$ cat src/rtl/uart_tx_pkg.sv
// Shared definitions for the serial console transmitter: bus addresses,
// STATUS bit positions and the transmit FSM state encoding.
package uart_tx_pkg;

  localparam logic [63:0] UART_TXDATA_ADDR = 64'hb000_0010;
  localparam logic [63:0] UART_STATUS_ADDR = 64'hb000_0018;

  localparam int STATUS_FULL_BIT  = 0;
  localparam int STATUS_EMPTY_BIT = 1;
  localparam int STATUS_BUSY_BIT  = 2;
  localparam int STATUS_OVF_BIT   = 3;

  typedef enum logic [1:0] {
    IDLE  = 2'd0,
    START = 2'd1,
    DATA  = 2'd2,
    STOP  = 2'd3
  } uart_tx_state_e;

endpackage

$ cat src/rtl/sync_fifo.sv
// Single-clock FIFO with one-extra-bit pointers for full/empty detection.
// A pop is taken only when non-empty; a push is taken when not full, or
// when a pop on the same edge frees the slot being written.
module sync_fifo #(
  parameter int WIDTH = 8,
  parameter int DEPTH = 8
) (
  input  logic             clk,
  input  logic             rstn,
  input  logic             push,
  input  logic             pop,
  input  logic [WIDTH-1:0] din,
  output logic [WIDTH-1:0] dout,
  output logic             full,
  output logic             empty
);

  localparam int AW = $clog2(DEPTH);

  logic [AW:0]      wptr;
  logic [AW:0]      rptr;
  logic [WIDTH-1:0] mem [DEPTH];
  logic             do_push;
  logic             do_pop;

  assign full    = (wptr[AW] != rptr[AW]) && (wptr[AW-1:0] == rptr[AW-1:0]);
  assign empty   = (wptr == rptr);
  assign do_pop  = pop && !empty;
  assign do_push = push && (!full || do_pop);
  assign dout    = mem[rptr[AW-1:0]];

  // Pointer update; pointers wrap modulo 2*DEPTH through natural overflow.
  always_ff @(posedge clk or negedge rstn) begin
    if (!rstn) begin
      wptr <= '0;
      rptr <= '0;
    end else begin
      if (do_push) wptr <= wptr + 1'b1;
      if (do_pop)  rptr <= rptr + 1'b1;
    end
  end

  // Storage write; contents need no reset because empty masks them.
  always_ff @(posedge clk) begin
    if (do_push) mem[wptr[AW-1:0]] <= din;
  end

endmodule

$ cat src/rtl/uart_tx.sv
// Memory-mapped 8N1 transmitter: bus writes queue bytes into a FIFO, the
// FSM shifts them out LSB first with CLK_DIV clocks per bit. Frames that
// are already queued follow each other with no idle gap.
//
// Bus handshake: there is no ready/stall. A TXDATA write is a push request
// that is accepted on the sampling edge if the FIFO has room or the FSM pops
// on that same edge; otherwise the byte is dropped and sticky ovf records it.
module uart_tx
  import uart_tx_pkg::*;
#(
  parameter int CLK_DIV    = 16,
  parameter int FIFO_DEPTH = 8
) (
  input  logic        clk,
  input  logic        rstn,
  input  logic        wen,
  input  logic [63:0] waddr,
  input  logic [63:0] wdata,
  input  logic        ren,
  input  logic [63:0] raddr,
  output logic [63:0] rdata,
  output logic        tx,
  output logic [1:0]  dbg_state
);

  localparam logic [15:0] DIV_M1 = 16'(CLK_DIV - 1);

  uart_tx_state_e state, state_n;
  logic [15:0] cnt, cnt_n;
  logic [2:0]  bit_idx, bit_idx_n;
  logic [7:0]  shift, shift_n;
  logic        tx_q, tx_n;
  logic        pop;
  logic        ovf;
  logic        wr_txdata;
  logic        wr_status;
  logic        fifo_full;
  logic        fifo_empty;
  logic [7:0]  fifo_dout;
  logic [63:0] status;
  logic        unused_wdata;

  assign wr_txdata    = wen && (waddr == UART_TXDATA_ADDR);
  assign wr_status    = wen && (waddr == UART_STATUS_ADDR);
  assign unused_wdata = ^wdata[63:8];

  sync_fifo #(
    .WIDTH (8),
    .DEPTH (FIFO_DEPTH)
  ) u_fifo (
    .clk   (clk),
    .rstn  (rstn),
    .push  (wr_txdata),
    .pop   (pop),
    .din   (wdata[7:0]),
    .dout  (fifo_dout),
    .full  (fifo_full),
    .empty (fifo_empty)
  );

  // STATUS read mux; anything other than a STATUS read returns zero.
  always_comb begin
    status                   = '0;
    status[STATUS_FULL_BIT]  = fifo_full;
    status[STATUS_EMPTY_BIT] = fifo_empty;
    status[STATUS_BUSY_BIT]  = (state != IDLE);
    status[STATUS_OVF_BIT]   = ovf;
    rdata = (ren && (raddr == UART_STATUS_ADDR)) ? status : 64'b0;
  end

  // Sticky overflow: a dropped push sets it, a STATUS write of bit 3 clears
  // it, and a new overflow wins over a simultaneous clear.
  always_ff @(posedge clk or negedge rstn) begin
    if (!rstn) begin
      ovf <= 1'b0;
    end else if (wr_txdata && fifo_full && !pop) begin
      ovf <= 1'b1;
    end else if (wr_status && wdata[STATUS_OVF_BIT]) begin
      ovf <= 1'b0;
    end
  end

  // FSM, baud counter, bit index, shift and tx registers.
  always_ff @(posedge clk or negedge rstn) begin
    if (!rstn) begin
      state   <= IDLE;
      cnt     <= '0;
      bit_idx <= '0;
      shift   <= '0;
      tx_q    <= 1'b1;
    end else begin
      state   <= state_n;
      cnt     <= cnt_n;
      bit_idx <= bit_idx_n;
      shift   <= shift_n;
      tx_q    <= tx_n;
    end
  end

  // Next state; tx_n is the line level belonging to the next state so tx
  // changes on the same edge as the state.
  always_comb begin
    state_n   = state;
    cnt_n     = cnt;
    bit_idx_n = bit_idx;
    shift_n   = shift;
    tx_n      = tx_q;
    pop       = 1'b0;
    case (state)
      IDLE: begin
        tx_n = 1'b1;
        if (!fifo_empty) begin
          pop     = 1'b1;
          shift_n = fifo_dout;
          cnt_n   = DIV_M1;
          state_n = START;
          tx_n    = 1'b0;
        end
      end
      START: begin
        if (cnt == '0) begin
          state_n   = DATA;
          bit_idx_n = 3'd0;
          cnt_n     = DIV_M1;
          tx_n      = shift[0];
        end else begin
          cnt_n = cnt - 16'd1;
          tx_n  = 1'b0;
        end
      end
      DATA: begin
        if (cnt == '0) begin
          cnt_n = DIV_M1;
          if (bit_idx == 3'd7) begin
            state_n = STOP;
            tx_n    = 1'b1;
          end else begin
            bit_idx_n = bit_idx + 3'd1;
            shift_n   = {1'b0, shift[7:1]};
            tx_n      = shift[1];
          end
        end else begin
          cnt_n = cnt - 16'd1;
          tx_n  = shift[0];
        end
      end
      STOP: begin
        if (cnt == '0) begin
          if (!fifo_empty) begin
            pop     = 1'b1;
            shift_n = fifo_dout;
            cnt_n   = DIV_M1;
            state_n = START;
            tx_n    = 1'b0;
          end else begin
            state_n = IDLE;
            tx_n    = 1'b1;
          end
        end else begin
          cnt_n = cnt - 16'd1;
          tx_n  = 1'b1;
        end
      end
      default: begin
        state_n = IDLE;
        tx_n    = 1'b1;
      end
    endcase
  end

  assign tx        = tx_q;
  assign dbg_state = state;

endmodule

$ cat config.mk
export PLATFORM = sky130hd
export DESIGN_NAME = uart_tx
export DESIGN_NICKNAME = d
export VERILOG_FILES = /design/src/rtl/uart_tx_pkg.sv /design/src/rtl/sync_fifo.sv /design/src/rtl/uart_tx.sv
export SDC_FILE = /design/constraint.sdc
export NUM_CORES = 1
export LEC_CHECK = 0
export ABC_AREA = 1
export ABC_CLOCK_PERIOD_IN_PS = 2500
export BUFFER_PORTS_ARGS = -buffer_cell sky130_fd_sc_hd__buf_4
export CAP_MARGIN = 20
export CORE_MARGIN = 2
export CORE_UTILIZATION = 48
export CTS_CLUSTER_SIZE = 20
export DETAILED_ROUTE_END_ITERATION = 7
export MAX_ROUTING_LAYER = met4
export PLACE_DENSITY = 0.79
export SLEW_MARGIN = 20
export SYNTH_ARGS = -nofsm -noshare
export SYNTH_HDL_FRONTEND = slang
export SYNTH_SLANG_ARGS = --single-unit
$ cat constraint.sdc
create_clock -name clk -period 2.5 [get_ports clk]
set_clock_uncertainty 0.05 [all_clocks]
set_input_delay 0.25 -clock clk [delete_from_list [all_inputs] [get_ports clk]]
set_output_delay 0.25 -clock clk [all_outputs]
set_load 0.02 [all_outputs]
==> results.env, run 1 <==
INITIALDRTVIOLATIONCOUNT=281
DETAIL_ROUTE.WL_PER_CELL_UM=12.9
CTS_HTREE_LEVELS=3
RUN_STATUS='finished, final reports clean'
VIAS_PER_CELL=4.76
CORE_AREA_MM2=0.0125
PWR-SHARE-CLK=0.390
DPL-INSTANCE-AREA_MM2=0.00721
GRT_OVERFLOW=0
LEAKAGEPOWER_nW=3.58
WL_FINAL_UM=13900
SLOWEST_LIBRARY_CELL_ON_THE_WORST_PATH='sky130_fd_sc_hd__dfrtp_1'
WORST-ENDPOINT-REQUIRED_PS=2500
YOSYSWARNINGS=0
SYNTH_TOP_CELLS_BY_AREA='sky130_fd_sc_hd__edfxtp_1 32%, sky130_fd_sc_hd__dfrtp_1 16%, sky130_fd_sc_hd__nand2_1 12%'
SYNTH_CELL_TYPES=37
DP.CELLS=1063
DETAILEDPLACEMENTHPWL_UM=10700
STDCELL_AREA_MM2=0.00750
FINISH.UTILIZATION=0.599
TOTALNEGATIVESETUPSLACK_PS=0
POST_LAYOUT_NONFILLER_INSTANCES=1080
SYNTH-SEQ-CELLS=103
GRT_PASS1_WL_UM=22800
SYNTH_AREA_LEADER_CELL='sky130_fd_sc_hd__edfxtp_1'
CRITICAL_PATH.MAX_FANOUT=10
POWER.INTERNAL_mW=2.66
DRC_ERRORS=0
PLACE.PORT_BUFFERS=146
INITIAL_UTILIZATION=0.487
TIMING.FINAL.SETUP_VIOLATIONS=0
PATH_DELAY_FAMILY='simple AND/OR/NAND/NOR gates'
FRACTION_OF_FINAL_LAYOUT_CELLS_SIZED_BEYOND_DRIVE_STRENGTH_1=0.224
SYN_AREA_PER_CELL_UM2=8.15
P_SW_FRAC=0.234
PERIOD_MINUS_SLACK_PS=2260
UNREPAIRED_SETUP_ENDPOINTS_AFTER_GLOBAL_ROUTING='false'
YOSYSTOPAREACELLSHARE=0.315
GR-USAGE-ALL-LAYERS=0.222
CRIT_BUF_INV=3
CRITICAL_PATH.STARTPOINT='cnt[0]'
FINALHOLDVIOLATIONS=0
WORST_SETUP_PATH_START_KIND='flip-flop'
TIMING.FINAL.CRIT_SHARE=0.903
WORST_HOLD_PATH_TYPE='input pin to flip-flop'
CTS.SINKS=103
FIRST_GLOBAL_VIAS=4716
CLK_PIN_SLEW_WORST_PATHS_PS=70
HOLD-PATH-ENDPOINT='u_fifo.mem[1][1]'
DR_TOTAL_VIAS=5146
GRT_START_MAX_NET_PINS=40
IO-PIN-COUNT=263
NUMBER_OF_INSTANCES_ON_THE_WORST_HOLD_PATH=1
CLOCK-ROOT-BUFFER='sky130_fd_sc_hd__clkbuf_16'
CTS.PATH.MAX_BUFFERS=2
P_TOTAL_mW=3.48
NNETSFINAL=1109
MAXSLEWHEADROOM=0.666
CTS_BUFFERS=9
SEQ_POWER_SHARE=0.520
RR_WORST_DEPTH=13
POST-ROUTE-WORST-SETUP-SLACK_PS=243
DESIGN.DIE.AREA_MM2=0.0136
FINAL_ANTENNA_DIODE_COUNT=0
CHIPWIDTH_UM=117
FF_TO_FF_END='u_fifo.mem[6][0]'
POWER.SWITCHING_mW=0.813
R2R_START='cnt[0]'
TIMING.CRITICAL_PATH.SLOWEST_CELL_DELAY_PS=400
PRE_CTS_SLACK_PS=250
MAX_SLEW.WORST_PIN.SLEW_PS=501
GRT_ANTENNA_BEFORE_REPAIR=0
POST_SYNTH_INSTANCE_AREA_MM2=0.00610
SETUP.WORST_PATH.CLASS='flip-flop to flip-flop'
R2R_SETUP_SLACK_PS=240
MAX_FREQ_MHz=443
TIMING_MAX_TRANSITION_VIOLATIONS_FINAL=0
GPL.FINAL_WEIGHTED_CONGESTION=0.866
CRIT_ARRIVAL_PS=2260
POSTROUTEANTENNANETS=0
CTS_TREE='done'
HOLD_PATH_STARTPOINT='wdata[1]'
SEQ_AREA_FRAC_SYNTH=0.475
AREA_DELTA_SYNTH_FINAL_PCT=23.0
PEAKVDDDROP_V=0.000522
CRITICAL_PATH.CELL_CHAIN='inv_1, ha_1, inv_1, nor2_1, nand2_1, nor2_2, nand2_4, nand2_4, nand3_4, nand2_8, nand3_4, nor2_1, buf_4'
CRITICAL_PATH_ENDPOINT_CATEGORY='flip-flop'
PLACEMENT_ROWS=41
WHS_PS=88.2
TIMING.MAX_CAP.VIOLATIONS=0
CLK-INSERTION-DELAY-LATE_PS=350
DRTPASS1ITERATIONS=5
SYNTHESIS.INSTANCES=748
FP.DIEH_UM=117
PWR-SHARE-COMB=0.090
POWER.DENSITY_mW_PER_MM2=463
## kinds of logic after synthesis
logic type	after synthesis	share of synthesized area
xor+xnor	10	0.0144
fa+ha+maj	10	0.0205
flops	103	0.475
compound gates	60	0.0527
buf+inv	126	0.119
other cells	1	0.000615
simple gates	438	0.318
## metal layers
layer | up-vias | track usage | part of all wire
met5 | - | - | 0
met4 | 0 | 0.0604 | 0.014
met3 | 22 | 0.0535 | 0.070
met2 | 174 | 0.336 | 0.47
met1 | 2310 | 0.300 | 0.45
li1 | 2640 | - | -
## how the worst max path moves through the flow
stage	to	slack (ps)	cells past startpoint
after global placement	u_fifo.mem[5][4]	310	13
final	u_fifo.mem[6][0]	240	13
after global routing	u_fifo.mem[3][0]	50	13
after CTS	u_fifo.mem[6][0]	240	13
after floorplan	u_fifo.mem[0][0]	210	7
after detailed placement	u_fifo.mem[6][1]	250	13
## power groups by stage
| stage | logic, mW | clock network, mW | registers (mW) |
|---|---|---|---|
| 3_3_place_gp | 0.306 | 0 | 1.85 |
| 6_report | 0.312 | 1.36 | 1.81 |
| 3_5_place_dp | 0.310 | 0 | 1.85 |
| 2_1_floorplan | 0.181 | 0 | 1.85 |
| 5_1_grt | 0.345 | 1.43 | 1.81 |
| 4_1_cts | 0.312 | 1.38 | 1.81 |
## placed cells by master, fill, tap and decap left out, types with 3 or more instances in the layout
master,count
sky130_fd_sc_hd__buf_4,162
sky130_fd_sc_hd__nor2_4,5
sky130_fd_sc_hd__a31oi_1,6
sky130_fd_sc_hd__inv_8,3
sky130_fd_sc_hd__nand2_1,192
sky130_fd_sc_hd__conb_1,60
sky130_fd_sc_hd__xor2_1,8
sky130_fd_sc_hd__nand4_1,5
sky130_fd_sc_hd__a21oi_1,13
sky130_fd_sc_hd__edfxtp_1,64
sky130_fd_sc_hd__o21ai_0,34
sky130_fd_sc_hd__ha_1,10
sky130_fd_sc_hd__nand2_4,4
sky130_fd_sc_hd__nor2_2,4
sky130_fd_sc_hd__dfrtp_1,38
sky130_fd_sc_hd__inv_1,45
sky130_fd_sc_hd__nand3_1,68
sky130_fd_sc_hd__nor3b_1,3
sky130_fd_sc_hd__nor2_1,129
sky130_fd_sc_hd__o211ai_1,3
sky130_fd_sc_hd__clkbuf_16,9
sky130_fd_sc_hd__nor4_1,6
sky130_fd_sc_hd__inv_2,3
sky130_fd_sc_hd__nor3_1,10
sky130_fd_sc_hd__nand3_4,3
## synth_stat cells
cell	n
sky130_fd_sc_hd__nand3_4	3
sky130_fd_sc_hd__inv_1	45
sky130_fd_sc_hd__clkbuf_1	8
sky130_fd_sc_hd__o21ai_2	1
sky130_fd_sc_hd__dfrtp_1	38
sky130_fd_sc_hd__nor3b_1	3
sky130_fd_sc_hd__nor2_1	129
sky130_fd_sc_hd__buf_2	8
sky130_fd_sc_hd__a21oi_1	13
sky130_fd_sc_hd__nand3_1	68
sky130_fd_sc_hd__buf_4	60
sky130_fd_sc_hd__a31oi_1	6
sky130_fd_sc_hd__xor2_1	8
sky130_fd_sc_hd__nor4_1	6
sky130_fd_sc_hd__o211ai_1	3
sky130_fd_sc_hd__buf_6	2
sky130_fd_sc_hd__conb_1	1
sky130_fd_sc_hd__nor2_4	5
sky130_fd_sc_hd__and2_1	1
sky130_fd_sc_hd__inv_2	3
sky130_fd_sc_hd__dfstp_2	1
sky130_fd_sc_hd__o21ai_1	1
sky130_fd_sc_hd__xnor2_1	2
sky130_fd_sc_hd__nand2_1	192
sky130_fd_sc_hd__o21ai_0	34
sky130_fd_sc_hd__o22ai_1	2
sky130_fd_sc_hd__nor2_2	4
sky130_fd_sc_hd__nand2_8	1
sky130_fd_sc_hd__nor2b_1	1
sky130_fd_sc_hd__ha_1	10
sky130_fd_sc_hd__or2_2	2
sky130_fd_sc_hd__nand4_1	5
sky130_fd_sc_hd__nor3_1	10
sky130_fd_sc_hd__edfxtp_1	64
sky130_fd_sc_hd__nand2_4	4
sky130_fd_sc_hd__nand2_2	2
sky130_fd_sc_hd__nand3b_1	2
## layout make-up
cell class / count / area, um2
multi-input combinational: 578 / 2700
tap: 172 / 215
clock buffer: 10 / 229
timing repair buffer: 163 / 1230
inverter: 48 / 180
fill: 1103 / 5010
clock inverter: 6 / 56.3
sequential: 103 / 2900
## state kept, by name, indices dropped and copies added, names as in the netlist
name         count
u_fifo.mem      64
ovf              1
dbg_state        2
cnt             16
u_fifo.rptr      4
tx               1
u_fifo.wptr      4
bit_idx          3
shift            8
## repair_timing
item	in CTS	in global routing
hold buffers	1	0
gates resized for setup	0	0
endpoints found under the hold margin	38	0
setup buffers	0	0
setup endpoints to repair	0	0
Power figures use the tool's default switching activity.
==> inputs of run 2 (changes only) <==
Settings changed: RECOVER_POWER from default to 50.
==> run 2 against run 1 <==
Utilization down 0.35 points. Final cell count stayed put. Clock power barely moved. Final area is 0.58% lower. Sequential power about the same. Wire length rose by 0.35%. Combinational power shrank 2%.
==> results.env, run 2 (synthesized netlist as in run 1, its figures left out) <==
CLK-INSERTION-DELAY-LATE_PS=340  # about the same
FIRST_GLOBAL_VIAS=4716  # unchanged
WL_FINAL_UM=14000  # +0.35%
UNREPAIRED_SETUP_ENDPOINTS_AFTER_GLOBAL_ROUTING='false'
GRT_PASS1_WL_UM=22800  # unchanged
POST-ROUTE-WORST-SETUP-SLACK_PS=247  # +3.25 ps
CRIT_ARRIVAL_PS=2260  # about the same
GRT_START_MAX_NET_PINS=40  # unchanged
GRT_ANTENNA_BEFORE_REPAIR=0  # unchanged
SLOWEST_LIBRARY_CELL_ON_THE_WORST_PATH='sky130_fd_sc_hd__dfrtp_1'
GRT_OVERFLOW=0  # unchanged
RUN_STATUS='finished, final reports clean'
LARGEST_REG_FLOPS=64  # unchanged
SETUP.WORST_PATH.CLASS='flip-flop to flip-flop'
R2R_START='cnt[0]'
WORST_HOLD_PATH_TYPE='input pin to flip-flop'
FINAL_COMMON_CELL='sky130_fd_sc_hd__nand2_1'
TIMING_MAX_TRANSITION_VIOLATIONS_FINAL=0  # unchanged
CP.DEPTH=13  # unchanged
CTS_HTREE_LEVELS=3  # unchanged
MAX_FREQ_MHz=444  # +0.14%
TIMING.CRITICAL_PATH.SLOWEST_CELL_DELAY_PS=400  # about the same
POST_CTS_SIZING_COUNT=0  # unchanged
SETUP_REPAIR_BUFS_AFTER_CTS=0  # unchanged
DETAIL_ROUTE.WL_PER_CELL_UM=13.0  # +0.35%
DETAILEDPLACEMENTHPWL_UM=10700  # unchanged
INITIAL_UTILIZATION=0.487  # unchanged
FP.DIEH_UM=117  # unchanged
GR-USAGE-ALL-LAYERS=0.222  # unchanged
DRTPASS1ITERATIONS=5  # unchanged
TIMING.MAX_CAP.VIOLATIONS=0  # unchanged
MOST-COMMON-LAYOUT-CELLS='192 x sky130_fd_sc_hd__nand2_1, 150 x sky130_fd_sc_hd__buf_4, 129 x sky130_fd_sc_hd__nor2_1'
AREA_DELTA_SYNTH_FINAL_PCT=22.3
NNETSFINAL=1109  # unchanged
CTS_TREE='done'
TOTALNEGATIVESETUPSLACK_PS=0  # unchanged
CRITICAL_PATH_ENDPOINT_CATEGORY='flip-flop'
CRITICAL_PATH.CELL_CHAIN='inv_1, ha_1, inv_1, nor2_1, nand2_1, nor2_2, nand2_4, nand2_4, nand3_4, nand2_8, nand3_4, nor2_1, buf_4'
FF_TO_FF_END='u_fifo.mem[6][0]'
VIAS_PER_CELL=4.77  # about the same
CRIT_BUF_INV=3  # unchanged
LEAKAGEPOWER_nW=3.54  # -1.1%
WHS_PS=221  # +133 ps
CTS_BUFFERS=9  # unchanged
PLACE.PORT_BUFFERS=146  # unchanged
PATH_DELAY_FAMILY='simple AND/OR/NAND/NOR gates'
GPL.FINAL_WEIGHTED_CONGESTION=0.866  # unchanged
TIMING.CRITICAL_PATH.TO='u_fifo.mem[6][0]'
POSTROUTEANTENNANETS=0  # unchanged
FINAL_ANTENNA_DIODE_COUNT=0  # unchanged
R2R_SETUP_SLACK_PS=250  # about the same
WORST_SETUP_PATH_START_KIND='flip-flop'
PERIOD_MINUS_SLACK_PS=2250  # -3.25 ps
FRACTION_OF_FINAL_LAYOUT_CELLS_SIZED_BEYOND_DRIVE_STRENGTH_1=0.211  # -0.0121
FILLER_CELL_COUNT=1107  # +0.36%
PLACEMENT_ROWS=41  # unchanged
WORST-ENDPOINT-REQUIRED_PS=2500  # about the same
IO-PIN-COUNT=263  # unchanged
CLK_PIN_SLEW_WORST_PATHS_PS=70  # about the same
MAX_SLEW.WORST_PIN.SLEW_PS=976  # +476 ps
DP.CELLS=1063  # unchanged
PEAKVDDDROP_V=0.000516  # -1.2%
CLOCK-ROOT-BUFFER='sky130_fd_sc_hd__clkbuf_16'
CRITICAL_PATH.STARTPOINT='cnt[0]'
DESIGN.DIE.AREA_MM2=0.0136  # unchanged
CTS.PATH.MAX_BUFFERS=2  # unchanged
MAXSLEWHEADROOM=0.349  # -0.317
DR_TOTAL_VIAS=5149  # +0.058%
RR_WORST_DEPTH=13  # unchanged
POWER.DENSITY_mW_PER_MM2=465  # +0.42%
TIMING.FINAL.CRIT_SHARE=0.901  # -0.00130
TIMING.FINAL.SETUP_VIOLATIONS=0  # unchanged
POST_LAYOUT_NONFILLER_INSTANCES=1080  # unchanged
FF_LATCH_AREA_MM2=0.00290  # unchanged
DRC_ERRORS=0  # unchanged
FINALHOLDVIOLATIONS=0  # unchanged
AREA_OF_THE_MULTI_INPUT_GATES_MM2=0.00270  # unchanged
PRE_CTS_SLACK_PS=250  # unchanged
CORE_AREA_MM2=0.0125  # unchanged
CRITICAL_PATH.MAX_FANOUT=10  # unchanged
CTS.SINKS=103  # unchanged
INITIALDRTVIOLATIONCOUNT=298  # +6.0%
CHIPWIDTH_UM=117  # unchanged
## run 2: cell types whose count changed in the layout (fill, tap and decap cells not counted)
| cell | change |
|---|---|
| sky130_fd_sc_hd__clkbuf_2 | +1 |
| sky130_fd_sc_hd__clkbuf_1 | +11 |
| sky130_fd_sc_hd__buf_4 | -12 |
## run 2: repair_timing
action | in CTS | in global routing
endpoints found under the hold margin | 38 | 0
endpoints found under the setup margin | 0 | 0
hold buffers | 1 | 0
## run 2: layer usage
metal / vias up / part of all wire / global-route usage
met3: 18 / 0.069 / 0.0535
li1: 2641 / - / -
met1: 2312 / 0.45 / 0.300
met5: - / 0 / -
met2: 178 / 0.46 / 0.336
met4: 0 / 0.013 / 0.0604
## run 2: cell type report
| class | count | area share |
|---|---|---|
| tap | 172 | 0.0288 |
| clock buffer | 10 | 0.0307 |
| clock inverter | 6 | 0.00755 |
| sequential | 103 | 0.389 |
| inverter | 48 | 0.0242 |
| timing repair buffer | 163 | 0.159 |
| multi-input combinational | 578 | 0.362 |
## run 2: how the worst min path moves through the flow
stage	slack (ps)	cells after the start	startpoint	to
after floorplan	-100	0	rstn	bit_idx[0]
after global placement	210	1	rstn	cnt[11]
after detailed placement	210	1	rstn	cnt[11]
after CTS	80	1	wdata[0]	u_fifo.mem[7][0]
after global routing	230	1	wdata[0]	u_fifo.mem[7][0]
final	220	1	wdata[4]	u_fifo.mem[1][4]
## run 2: through the flow
stage          power (mW)  utilization  cell area (um2)
3_3_place_gp         2.15        0.576             7210
2_1_floorplan        2.03            -             6320
3_5_place_dp         2.16        0.576             7210
5_1_grt              3.58        0.596             7460
6_report             3.47        0.596             7460
4_1_cts              3.50        0.599             7500
## run 2: report_power, final
group	leakage [nW]	switching [mW]	internal [mW]
logic	2.28	0.159	0.146
registers	1.12	0	1.81
clock network	0.143	0.653	0.703
==> inputs of run 3 (changes only) <==
Settings changed: ABC_CLOCK_PERIOD_IN_PS 2500 to 2350.
Clock period 2.5 ns to 2.35 ns, I/O delays scaled along.
==> run 3 against run 2 <==
Register-to-register slack worse by 80 ps. Highest routed layer unchanged. Worst hold slack worse by 31 ps. Flip-flop and latch count unchanged. Critical endpoint is now u_fifo.mem[4][7]. Critical path type unchanged.
==> results.env, run 3 (synthesized netlist as in run 1, its figures left out) <==
SETUP.WORST_PATH.CLASS='flip-flop to flip-flop'
TIMING.CRITICAL_PATH.SLOWEST_CELL_DELAY_PS=410  # about the same
CTS_TREE='done'
PLACE.PORT_BUFFERS=146  # unchanged
WORST_HOLD_PATH_TYPE='input pin to flip-flop'
FIRST_GLOBAL_VIAS=4979  # +5.6%
GPL.FINAL_WEIGHTED_CONGESTION=0.868  # +0.21%
RR_WORST_DEPTH=13  # unchanged
CHIPWIDTH_UM=117  # unchanged
AREA_DELTA_SYNTH_FINAL_PCT=24.3
PWR-SHARE-COMB=0.085  # -0.003
P_SW_FRAC=0.232  # -0.00178
TIMING.FINAL.CRIT_SHARE=0.928  # +0.0267
SEQ_POWER_SHARE=0.502  # -0.019
TIMING_MAX_TRANSITION_VIOLATIONS_FINAL=0  # unchanged
INITIALDRTVIOLATIONCOUNT=350  # +17%
WORST-ENDPOINT-REQUIRED_PS=2360  # -140 ps
VIAS_PER_CELL=4.77  # about the same
PWR-SHARE-CLK=0.413  # +0.022
POWER.SWITCHING_mW=0.890  # +9.5%
FINALHOLDVIOLATIONS=0  # unchanged
POWER.INTERNAL_mW=2.94  # +11%
CRIT_ARRIVAL_PS=2190  # -70 ps
CRITICAL_PATH_ENDPOINT_CATEGORY='flip-flop'
WORST_SETUP_PATH_START_KIND='flip-flop'
RUN_STATUS='finished, final reports clean'
FRACTION_OF_FINAL_LAYOUT_CELLS_SIZED_BEYOND_DRIVE_STRENGTH_1=0.222  # +0.0109
CLK-INSERTION-DELAY-LATE_PS=350  # about the same
INITIAL_UTILIZATION=0.487  # unchanged
TIMING.MAX_CAP.VIOLATIONS=0  # unchanged
MAX_FREQ_MHz=459  # +3.3%
FINAL_COMMON_CELL='sky130_fd_sc_hd__nand2_1'
GRT_PASS1_WL_UM=23800  # +4.5%
FILLER_CELL_COUNT=1108  # +0.090%
TIMING.FINAL.SETUP_VIOLATIONS=0  # unchanged
DETAILEDPLACEMENTHPWL_UM=10800  # +1.2%
DRTPASS1ITERATIONS=5  # unchanged
LEAKAGEPOWER_nW=3.61  # +1.8%
IO-PIN-COUNT=263  # unchanged
GR-USAGE-ALL-LAYERS=0.231  # +0.00984
GRT_ANTENNA_BEFORE_REPAIR=0  # unchanged
CTS_HTREE_LEVELS=3  # unchanged
CRITICAL_PATH.MAX_FANOUT=10  # unchanged
POST-ROUTE-WORST-SETUP-SLACK_PS=169  # -77.5 ps
MAXSLEWHEADROOM=0.348  # -0.000560
GRT_START_MAX_NET_PINS=40  # unchanged
FP.DIEH_UM=117  # unchanged
NUMBER_OF_INSTANCES_ON_THE_WORST_HOLD_PATH=1  # unchanged
LARGEST_REG_FLOPS=64  # unchanged
DRC_ERRORS=0  # unchanged
FINAL_ANTENNA_DIODE_COUNT=0  # unchanged
PERIOD_MINUS_SLACK_PS=2180  # -72.5 ps
POSTROUTEANTENNANETS=0  # unchanged
CLK_PIN_SLEW_WORST_PATHS_PS=70  # about the same
PLACEMENT_ROWS=41  # unchanged
CTS_BUFFERS=9  # unchanged
FINISH.UTILIZATION=0.605  # +0.00950
CLOCK-ROOT-BUFFER='sky130_fd_sc_hd__clkbuf_16'
CORE_AREA_MM2=0.0125  # unchanged
TOTALNEGATIVESETUPSLACK_PS=0  # unchanged
SLOWEST_LIBRARY_CELL_ON_THE_WORST_PATH='sky130_fd_sc_hd__dfrtp_1'
CRITICAL_PATH.CELL_CHAIN='inv_2, ha_1, inv_1, nor2_1, nand2_1, nor2_4, nand2_4, nand2_4, nand3_4, nand2_8, nand3_4, nor2_1, buf_4'
CTS.SINKS=103  # unchanged
GRT_OVERFLOW=0  # unchanged
MOST-COMMON-LAYOUT-CELLS='192 x sky130_fd_sc_hd__nand2_1, 154 x sky130_fd_sc_hd__buf_4, 128 x sky130_fd_sc_hd__nor2_1'
WL_FINAL_UM=14300  # +2.5%
CTS.PATH.MAX_BUFFERS=2  # unchanged
POWER.DENSITY_mW_PER_MM2=505  # +8.7%
DR_TOTAL_VIAS=5176  # +0.52%
DETAIL_ROUTE.WL_PER_CELL_UM=13.2  # +2.0%
MAX_SLEW.WORST_PIN.SLEW_PS=977  # +0.839 ps
PEAKVDDDROP_V=0.000501  # -2.9%
PRE_CTS_SLACK_PS=101  # -149 ps
P_TOTAL_mW=3.83  # +10%
NNETSFINAL=1114  # +0.45%
DESIGN.DIE.AREA_MM2=0.0136  # unchanged
-- run 3: path summary, 6_finish.rpt --
kind,from,end,slack [ps]
max in group asynchronous,rstn,shift[1],1110
min in group asynchronous,rstn,cnt[13],530
worst min-delay path,wdata[7],u_fifo.mem[6][7],190
worst max register to register,cnt[0],u_fifo.mem[4][7],170
worst max-delay path,cnt[0],u_fifo.mem[4][7],170
worst min register to register,shift[2],shift[2],440
-- run 3: area by class of cell --
cell class                      instances  area (um2)  area share
Clock buffer                            9         225      0.0297
Clock inverter                          7        98.8      0.0130
Inverter                               48         180      0.0238
Multi-Input combinational cell        578        2710       0.357
Sequential cell                       103        2900       0.383
Tap cell                              172         215      0.0284
Timing Repair Buffer                  168        1250       0.166
-- run 3: worst max-delay path: cells and delay by family, from the launching register on --
kind                     cells  cell delay, ps
adder cells (fa/ha/maj)      1             160
buffers and inverters        3             340
flip-flops                   1             410
AND/OR/NAND/NOR              9             910
-- run 3: power by group through the flow --
| stage | sequential, mW | clock [mW] | combinational, mW |
|---|---|---|---|
| after detailed placement | 1.96 | 0 | 0.330 |
| after floorplan | 1.96 | 0 | 0.192 |
| after global routing | 1.92 | 1.67 | 0.361 |
| after CTS | 1.92 | 1.61 | 0.332 |
| final | 1.92 | 1.58 | 0.326 |
| after global placement | 1.96 | 0 | 0.325 |
-- run 3: per-stage QoR --
step | instance area (um2) | hold slack, ps | cells
after global placement | 7240 | 188 | 1065
after CTS | 7570 | 61.6 | 1082
after floorplan | 6320 | -111 | 807
after detailed placement | 7240 | 192 | 1065
after global routing | 7580 | 210 | 1085
final | 7580 | 190 | 1085
-- run 3: what timing repair did --
item / 4_1_cts / 5_1_grt
gates resized for setup: 0 / 6
hold buffers: 1 / 0
buffers inserted: 0 / 3
setup endpoints to repair: 0 / 64
hold endpoints to repair: 38 / 0
-- run 3: routing by layer --
layer,vias to the layer above,GRT usage,part of all wire
met2,159,0.360,0.47
met5,-,-,0
li1,2646,-,-
met1,2352,0.314,0.46
met3,19,0.0420,0.062
met4,0,0.0635,0.014
